--- src/rtl/nibble_fifo.sv ---
// nibble_fifo: DEPTH x 4-bit synchronous FIFO with sticky overflow/underflow; NIBBLE_FIFO_ALMOST_EN adds almost_full/almost_empty.
// Latency: a write is readable one edge later; dout is registered and valid after the edge that accepts the read.
// Backpressure: writes are dropped when full unless a read is accepted on the same edge; reads are dropped when empty.
module nibble_fifo #(
    parameter int DEPTH    = 8,
    parameter int AF_LEVEL = 6,
    parameter int AE_LEVEL = 2
) (
    input  logic                       clk,
    input  logic                       rst,
    input  logic [3:0]                 din,
    input  logic                       wr_en,
    input  logic                       rd_en,
    input  logic                       err_clr,
    output logic [3:0]                 dout,
    output logic                       full,
    output logic                       empty,
    output logic [$clog2(DEPTH):0]     count,
    output logic                       overflow,
    output logic                       underflow
`ifdef NIBBLE_FIFO_ALMOST_EN
    ,
    output logic                       almost_full,
    output logic                       almost_empty
`endif
);

    localparam int AW = $clog2(DEPTH);
    localparam int CW = AW + 1;

    if ((DEPTH & (DEPTH - 1)) != 0 || DEPTH < 4 || DEPTH > 16) begin : g_bad_depth
        $error("nibble_fifo: DEPTH must be a power of two in 4..16");
    end

`ifdef NIBBLE_FIFO_ALMOST_EN
    if (!(AE_LEVEL < AF_LEVEL && AF_LEVEL <= DEPTH)) begin : g_bad_levels
        $error("nibble_fifo: thresholds must satisfy AE_LEVEL < AF_LEVEL <= DEPTH");
    end
`endif

    logic [3:0]    mem [DEPTH];
    logic [AW-1:0] wp;
    logic [AW-1:0] rp;
    logic [CW-1:0] count_nxt;
    logic          rd_accept;
    logic          wr_accept;

    // Full accepts a write only because the same-edge read frees a slot; empty never falls through.
    assign rd_accept = rd_en && !empty;
    assign wr_accept = wr_en && (!full || rd_accept);

    always_comb begin
        count_nxt = count;
        if (wr_accept && !rd_accept) begin
            count_nxt = count + CW'(1);
        end else if (rd_accept && !wr_accept) begin
            count_nxt = count - CW'(1);
        end
    end

    // Storage is left out of reset; stale entries are never readable.
    always_ff @(posedge clk) begin
        if (wr_accept) begin
            mem[wp] <= din;
        end
    end

    always_ff @(posedge clk or posedge rst) begin
        if (rst) begin
            wp        <= '0;
            rp        <= '0;
            count     <= '0;
            dout      <= '0;
            full      <= 1'b0;
            empty     <= 1'b1;
            overflow  <= 1'b0;
            underflow <= 1'b0;
        end else begin
            if (wr_accept) begin
                wp <= wp + AW'(1);
            end
            if (rd_accept) begin
                dout <= mem[rp];
                rp   <= rp + AW'(1);
            end
            count <= count_nxt;
            full  <= (count_nxt == CW'(DEPTH));
            empty <= (count_nxt == '0);
            // A new error on the same edge as err_clr keeps the bit set.
            if (wr_en && !wr_accept) begin
                overflow <= 1'b1;
            end else if (err_clr) begin
                overflow <= 1'b0;
            end
            if (rd_en && !rd_accept) begin
                underflow <= 1'b1;
            end else if (err_clr) begin
                underflow <= 1'b0;
            end
        end
    end

`ifdef NIBBLE_FIFO_ALMOST_EN
    always_ff @(posedge clk or posedge rst) begin
        if (rst) begin
            almost_full  <= 1'b0;
            almost_empty <= 1'b1;
        end else begin
            almost_full  <= (count_nxt >= CW'(AF_LEVEL));
            almost_empty <= (count_nxt <= CW'(AE_LEVEL));
        end
    end
`endif

endmodule

--- config.mk ---
export PLATFORM = sky130hd
export DESIGN_NAME = nibble_fifo
export DESIGN_NICKNAME = d
export VERILOG_FILES = /design/src/rtl/nibble_fifo.sv
export SDC_FILE = /design/constraint.sdc
export NUM_CORES = 1
export LEC_CHECK = 0
export ABC_AREA = 1
export CELL_PAD_IN_SITES_DETAIL_PLACEMENT = 1
export CELL_PAD_IN_SITES_GLOBAL_PLACEMENT = 2
export CORE_MARGIN = 4
export CORE_UTILIZATION = 39
export DETAILED_ROUTE_END_ITERATION = 16
export GPL_TIMING_DRIVEN = 0
export MAX_ROUTING_LAYER = met4
export PLACE_DENSITY_LB_ADDON = 0.1
export REMOVE_ABC_BUFFERS = 1
export SYNTH_ARGS = -nofsm -noshare
export SYNTH_HDL_FRONTEND = slang
export SYNTH_SLANG_ARGS = --single-unit
--- constraint.sdc ---
create_clock -name clk -period 3.3 [get_ports clk]
set_clock_uncertainty 0.2 [all_clocks]
set_input_delay 0.66 -clock clk [delete_from_list [all_inputs] [get_ports clk]]
set_output_delay 0.66 -clock clk [all_outputs]
set_load 0.005 [all_outputs]
# == Yosys cells after proc, flatten, opt, wreduce, memory -nomap -nowiden ==
# Memories as Yosys holds them, arrays and structs flattened. A register that Yosys moved wholly into a read port is not among the register bits.
# Cells that the tools add are included.
# totals
register_bits,14
ram_bits,32
in_bits,9
out_inout_bits,12
word_cells,34
mem_count,1
# memory_table
memory,words,width,read_ports,rd_clocked_by_memory_dff,write_ports,line,text
mem,8,4,1,1,1,41,logic [3:0] mem [DEPTH];
# classes
addsub,4
n_eq_ne,1
mux,7
reduce_logical,14
# op_table
operator,n
4-bit two-way mux,2
3-bit by 1-bit adder with 3-bit output (second input constant),2
1-bit logical AND,6
1-bit two-way mux,5
4-bit by 1-bit adder with 4-bit output (second input constant),1
4-bit equality test (second input constant),1
1-bit logical NOT,4
4-bit logical NOT,1
2-bit nonzero test,2
4-bit by 1-bit subtractor with 4-bit output (second input constant),1
1-bit logical OR,1

# == Longest topological paths before layout ==
# Gate-level depths: netlist of run 1.
# depth
depth_word,9
mapped_depth,10
ltp_nobuf,10

# == Worst setup path after synthesis of run 1 ==
# No wires, ideal clock.
# synth_path
path_type,input-to-reg
start,input rd_en
end,"memory mem[6][0], enable pin"
setup_time_ns,0.329
t_arrival_ns,1.356
required_time_ns,2.771
path_slack_ns,1.414
path_stages,5
path_buffers,0
path_cell_list,nand2_4 inv_6 o21ai_2 or2_4 nor2_1
# synth_via
elab_chain_len,5
# synth_lines
element,line,text
"start, declared",13,"input logic rd_en,"
1-bit logical AND,49,assign rd_accept = rd_en && !empty;
1-bit logical OR,50,assign wr_accept = wr_en && (!full || rd_accept);
1-bit logical AND,50,
1-bit two-way mux,63,if (wr_accept) begin
1-bit two-way mux (implied by the code),64,mem[wp] <= din;
"end, declared",41,
# Every way passes these cells.

# == Worst setup path after layout of run 1 ==
# layout_path
start,input rd_en
end,"memory mem[4][0], enable pin"
# The elaborated chain is that of the path after synthesis.

==> flow_summary_export.csv, run 1 <==
group,metric,value,unit
timing,slew_violations,0,
clock_tree,cts_made_buffers,5,
detailed_routing,drtIter0Drc,63,
yosys,yosys.area_share.adder,2.22,%
timing,max_freq,399,MHz
detailed_routing,drc_errors,0,
hold_path,hp-class,"register to register",
timing,finalCriticalPeriod,2.51,ns
clock_tree,h-tree-depth,2,
yosys,synth_top_family_by_area,"simple AND/OR/NAND/NOR gates",
detailed_routing,routedWlPerCell,15.7,um
yosys,synth_compound_area_share,7.89,%
floorplan,fp.dieW,84.0,um
cells_and_area,seqCellArea,1410,um^2
worst_setup_path,crit_arrival,2.25,ns
place,dpl.hpwl,3700,um
floorplan,initial_core_util,40.7,%
floorplan,die_y,84.0,um
yosys,synth-edff-count,32,
pwr,ir_drop,0.311,mV
yosys,ys.flop_type,"edfxtp_1",
worst_setup_path,path_class,"primary input to register",
timing,rsz0062_at_grt,"false",
global_routing,grt_max_degree,35,
yosys,ys.warnings.count,0,
yosys,yosysTopAreaCell,"edfxtp_1",
worst_setup_path,endpoint_kind,"register",
worst_setup_path,cp-start-kind,"primary input",
detailed_routing,drt.antenna.violating_nets,0,
place,gp_congestion,0.786,
flow_run,drv_cap,0,
detailed_routing,firstDrtPassIters,4,
cells_and_area,multi_input_area,653,um^2
clock_tree,cts_tree,"done",
worst_setup_path,critical_path_required,3.04,ns
cells_and_area,fin_util,46.7,%
floorplan,core,5540,um^2
clock_tree,clockBufferDepth,2,
yosys,synth-xor-area-share,1.56,%
yosys,synth_area,2250,um^2
yosys,muxShareOfSynthArea,0,%
detailed_routing,routed_via_density,4.95,
yosys,netlist.area_leader.share,42.7,%
timing,maxSlewHeadroom,34.1,%
yosys,yosys.area_share.simple,17.3,%
yosys,ys_ff_latch,50,
clock_tree,cts_repair_resize_count,0,
yosys,syn_avg_cell_area,10.3,um^2
yosys,yosys-top-cells-area,"edfxtp_1 43%, dfrtp_1 19%, nand2_1 7.5%, inv_1 6.0%, nand3_1 4.2%",
timing,period_share,75.9,%
place,io_buffers,20,
detailed_routing,routed_wl,4880,um
clock_tree,cts_setup_buffers,0,
timing,finalSetupTns,0,ns
detailed_routing,via_count,1540,
clock_tree,cts.sinks,50,
clock_tree,cts_root_buf,"clkbuf_8",
yosys,synth_common_cells,"45 x nand2_1, 36 x inv_1, 32 x edfxtp_1",
timing,whs,0.299,ns
global_routing,overflow,0,
pwr,p_per_area,798,nW/um^2
pwr,leakage,1.08,nW
cells_and_area,area_growth,14.9,%
timing,setup_viol,0,
worst_setup_path,regToRegStartpoint,"empty",
global_routing,first_global_vias,1641,
cells_and_area,layout-drive-gt1-share,7.53,%
yosys,synth-async-reset-ratio,36.0,%
hold_path,worstHoldStart,"dout[0]",
outcome,status,"completed",
floorplan,io_pins,21,
yosys,synth.most_common_cell,"nand2_1",
worst_setup_path,cp-startpoint,"rd_en",
yosys,ys_seq_area_share,62.7,%
yosys,synthCells,218,
worst_setup_path,cp_max_fo,9,
cells_and_area,diodes,0,
cells_and_area,fin_nets,251,
clock_tree,path_clk_slew,0.08,ns
cells_and_area,fillers,639,
floorplan,dieArea,7050,um^2
timing,worst_pin_slew,0.989,ns
timing,hold_viol,0,
floorplan,num_rows,27,
global_routing,grt_use_total,15.7,%
clock_tree,clock_latency,0.29,ns
yosys,synthDistinctLibCells,27,
clock_tree,cts_hold_buf,0,
global_routing,grt_antenna_before_repair,0,
global_routing,grt_pass1_wl,8220,um
-- cell families after synthesis --
logic type | after synthesis
AO/OA/AOI/OAI | 30
XOR/XNOR | 4
adder cells (fa/ha/maj) | 4
buffers and inverters | 46
flip-flops | 50
AND/OR/NAND/NOR | 84
-- per-stage QoR --
| stage | instance area, um^2 | total power [mW] | worst slack, ns | std cells |
|---|---|---|---|---|
| global route | 2590 | 2.25 | 0.653 | 311 |
| floorplan | 2220 | 1.44 | 1.41 | 211 |
| CTS | 2590 | 2.10 | 0.805 | 311 |
| global placement | 2510 | 1.72 | 0.591 | 303 |
| finish | 2590 | 2.07 | 0.794 | 311 |
| detailed placement | 2510 | 1.77 | 0.494 | 303 |
-- final cells by class --
type	instances	area share [%]
clock inverter	3	0.435
multi-input combinational	122	25.2
inverter	39	5.85
timing repair buffer	20	7.74
sequential	50	54.6
clock buffer	5	2.66
tap	72	3.48
-- registers in the layout (all words and copies together), names as in the netlist --
| signal | flops |
|---|---|
| underflow | 1 |
| full | 1 |
| count | 4 |
| empty | 1 |
| mem | 32 |
| dout | 4 |
| wp | 3 |
| rp | 3 |
| overflow | 1 |
-- worst max-delay path: stages --
cell             delay, ns
clkdlybuf4s50_1       0.56
nand2_4               0.15
inv_6                 0.12
o21ai_2               0.09
or2_4                 0.28
nor2_1                0.38
-- report_power, final --
part           internal, mW  switching, mW
clock network         0.142          0.183
logic                 0.328          0.398
registers             0.822          0.192
-- cell usage in the layout (no fill, tap or decap) --
cell type	netlist	layout
inv_6	1	1
nand2_4	1	1
or2_4	1	1
nand3_2	1	1
nand2_2	1	1
nand2_1	45	45
nor2_1	10	10
xor2_1	2	2
nand3_1	19	19
edfxtp_1	32	32
a21oi_1	8	8
clkinv_1	0	3
dfrtp_1	17	17
nor2_2	2	2
o32ai_1	1	1
clkdlybuf4s50_1	0	20
dfstp_2	1	1
nand3_4	1	1
o211ai_1	8	8
nor3_1	1	1
inv_1	36	36
clkbuf_8	0	5
nor2_4	1	1
inv_2	2	2
nand4_1	1	1
xnor2_1	2	2
o21ai_2	1	1
o21ai_0	12	12
ha_1	4	4
-- routing by layer --
layer  track usage (%)  share of wire, %  vias up
met1              18.3                43      759
met3              4.34               3.5        2
li1                  -                 -      750
met5                 -                 0        -
met4              4.39              0.61        0
met2              26.5                52       29
-- final timing paths --
path                        endpoint  slack (ns)  depth (start not counted)
setup / recovery           mem[4][0]        0.79                          6
hold / removal               dout[0]        0.30                          2
setup reg to reg           mem[4][0]        1.30                          6
hold reg to reg              dout[0]        0.30                          2
max in group asynchronous      wp[1]        1.87                          2
min in group asynchronous    dout[3]        0.57                          2
Power figures use the tool's default switching activity.
==> run 2: changes to the inputs <==
CORE_UTILIZATION = 36   (was 39)
clock period = 2.4 ns   (was 3.3 ns; I/O delays follow)
==> run 2 against run 1 <==
Via count shrank 0.58%. Wire length shrank 3.9%. Critical path type unchanged. Die area grew 7.5%. Clock power grew 39%. Worst setup slack lost 0.68 ns. Final cell count grew 0.96%. Hold slack lost 0.00078 ns. Non-clock buffer count is the same. Largest power group unchanged. Largest cell class unchanged.
==> flow_summary_export.csv, run 2 (synthesis results as in run 1) <==
group,metric,value,unit
detailed_routing,drc_errors,0,
pwr,leakage,1.09,nW
timing,finalCriticalPeriod,2.28,ns
worst_setup_path,reg2reg_depth,6,
clock_tree,cts_repair_resize_count,0,
cells_and_area,final_cell_mix,"45 x nand2_1, 36 x inv_1, 32 x edfxtp_1",
pwr,p_per_area,1100,nW/um^2
hold_path,hp-class,"register to register",
worst_setup_path,reg2reg_slack,0.43,ns
clock_tree,clock_latency,0.30,ns
clock_tree,cts_root_buf,"clkbuf_8",
worst_setup_path,path_cells,"clkdlybuf4s50_1 > nand2_4 > inv_6 > o21ai_2 > or2_4 > nor2_1",
place,io_buffers,20,
clock_tree,clockBufferDepth,2,
global_routing,grt_pass1_wl,7670,um
timing,period_share,95.1,%
floorplan,core,5990,um^2
detailed_routing,drt.antenna.violating_nets,0,
pwr,p_int,1.78,mW
timing,finalSetupTns,0,ns
worst_setup_path,cp_slowest_cell,"clkdlybuf4s50_1",
floorplan,die_y,87.1,um
worst_setup_path,crit_cells,6,
timing,max_freq,438,MHz
cells_and_area,largest_register_ffs,32,
floorplan,initial_core_util,37.6,%
floorplan,fp.dieW,87.1,um
worst_setup_path,cp-start-kind,"primary input",
clock_tree,cts_hold_buf,0,
cells_and_area,layout-drive-gt1-share,7.95,%
place,dpl.hpwl,3610,um
floorplan,dieArea,7590,um^2
clock_tree,h-tree-depth,2,
worst_setup_path,critPathCapture,"mem[6][0]",
worst_setup_path,endpoint_kind,"register",
timing,setup_viol,0,
cells_and_area,mostFrequentLayoutCell,"nand2_1",
cells_and_area,multi_input_area,653,um^2
pwr,pwr-share-clk,15.9,%
cells_and_area,fillers,686,
clock_tree,cts_tree,"done",
global_routing,grt_max_degree,35,
flow_run,drv_cap,0,
cells_and_area,seqCellArea,1410,um^2
worst_setup_path,crit_family,"simple AND/OR/NAND/NOR gates",
floorplan,num_rows,28,
global_routing,first_global_vias,1603,
global_routing,overflow,0,
detailed_routing,via_count,1531,
detailed_routing,routedWlPerCell,15.0,um
cells_and_area,top_regs,"mem: 32 flops, count: 4 flops, dout: 4 flops",
detailed_routing,routed_via_density,4.88,
place,pre_cts_ws,-0.207,ns
cells_and_area,area_growth,15.1,%
timing,worst_slack,0.118,ns
global_routing,grt_antenna_before_repair,0,
timing,worst_pin_slew,1.01,ns
timing,hold_viol,0,
worst_setup_path,path_class,"primary input to register",
worst_setup_path,cpPeakStageDelay,0.55,ns
hold_path,worstHoldStart,"dout[3]",
timing,maxSlewHeadroom,32.7,%
detailed_routing,routed_wl,4700,um
worst_setup_path,crit_arrival,2.03,ns
place,gp_congestion,0.903,
floorplan,io_pins,21,
pwr,ir_drop,0.526,mV
timing,slew_violations,0,
pwr,pwr-share-comb,35.0,%
timing,rsz0062_at_grt,"false",
global_routing,grt_use_total,13.9,%
clock_tree,path_clk_slew,0.08,ns
clock_tree,cts_setup_buffers,0,
pwr,swShare,37.3,%
pwr,netSwitchingPower,1.06,mW
pwr,power_frac_seq,49.1,%
cells_and_area,top_register,"mem",
worst_setup_path,critical_path_required,2.15,ns
worst_setup_path,regToRegStartpoint,"empty",
outcome,status,"completed",
cells_and_area,fin_nets,251,
cells_and_area,diodes,0,
detailed_routing,drtIter0Drc,34,
pwr,power.total,2.84,mW
clock_tree,cts.sinks,50,
worst_setup_path,r2r-end,"mem[6][0]",
worst_setup_path,cp-startpoint,"rd_en",
worst_setup_path,worst-path-buf-inv,2,
worst_setup_path,cp_max_fo,9,
clock_tree,cts_made_buffers,5,
detailed_routing,firstDrtPassIters,4,
==> run 2: cell types whose count changed in the layout (fill, tap and decap cells not counted) <==
cell	previous run	this run
clkbuf_1	0	1
clkinv_2	0	1
clkinv_1	3	1
==> run 2: worst min-delay path by stage <==
stage	to	slack, ns	cells past startpoint
after CTS	dout[0]	0.31	2
after global placement	dout[0]	0.27	2
after detailed placement	dout[0]	0.28	2
after floorplan	count[0]	0.22	1
final	dout[3]	0.30	2
after global routing	dout[1]	0.33	2
==> run 2: power groups by stage <==
stage	sequential (mW)	clock [mW]	combinational, mW
4_1_cts	1.40	0.470	1.03
5_1_grt	1.44	0.504	1.15
6_report	1.39	0.453	0.995
2_1_floorplan	1.35	0	0.627
3_5_place_dp	1.42	0	1.02
3_3_place_gp	1.40	0	0.973
==> run 2: layout make-up <==
class,count,share of cell area (%)
Inverter,39,5.84
Clock inverter,2,0.338
Sequential cell,50,54.5
Multi-Input combinational cell,122,25.2
Clock buffer,6,2.80
Tap cell,75,3.62
Timing Repair Buffer,20,7.72
==> run 2: stage by stage <==
step | util (%) | cells | hold slack [ns] | instance area [um^2]
finish | 43.3 | 314 | 0.298 | 2590
global route | 43.3 | 314 | 0.333 | 2590
CTS | 43.3 | 314 | 0.307 | 2590
detailed placement | 41.9 | 306 | 0.285 | 2510
global placement | 41.9 | 306 | 0.272 | 2510
floorplan | - | 211 | 0.218 | 2220
==> run 2: layer usage <==
metal	share of wire [%]	wire length, um	track usage, %	up-vias
met5	0	0	-	-
met4	1.2	57	3.77	0
met3	3.3	157	3.41	5
met2	50	2350	23.3	19
met1	45	2130	16.7	753
li1	-	-	-	754
==> run 2: tightest hold or removal path, stage by stage, from the launching register on <==
cell and delay (ns):
dfrtp_1 0.36, nand2_1 0.06, nand2_1 0.05
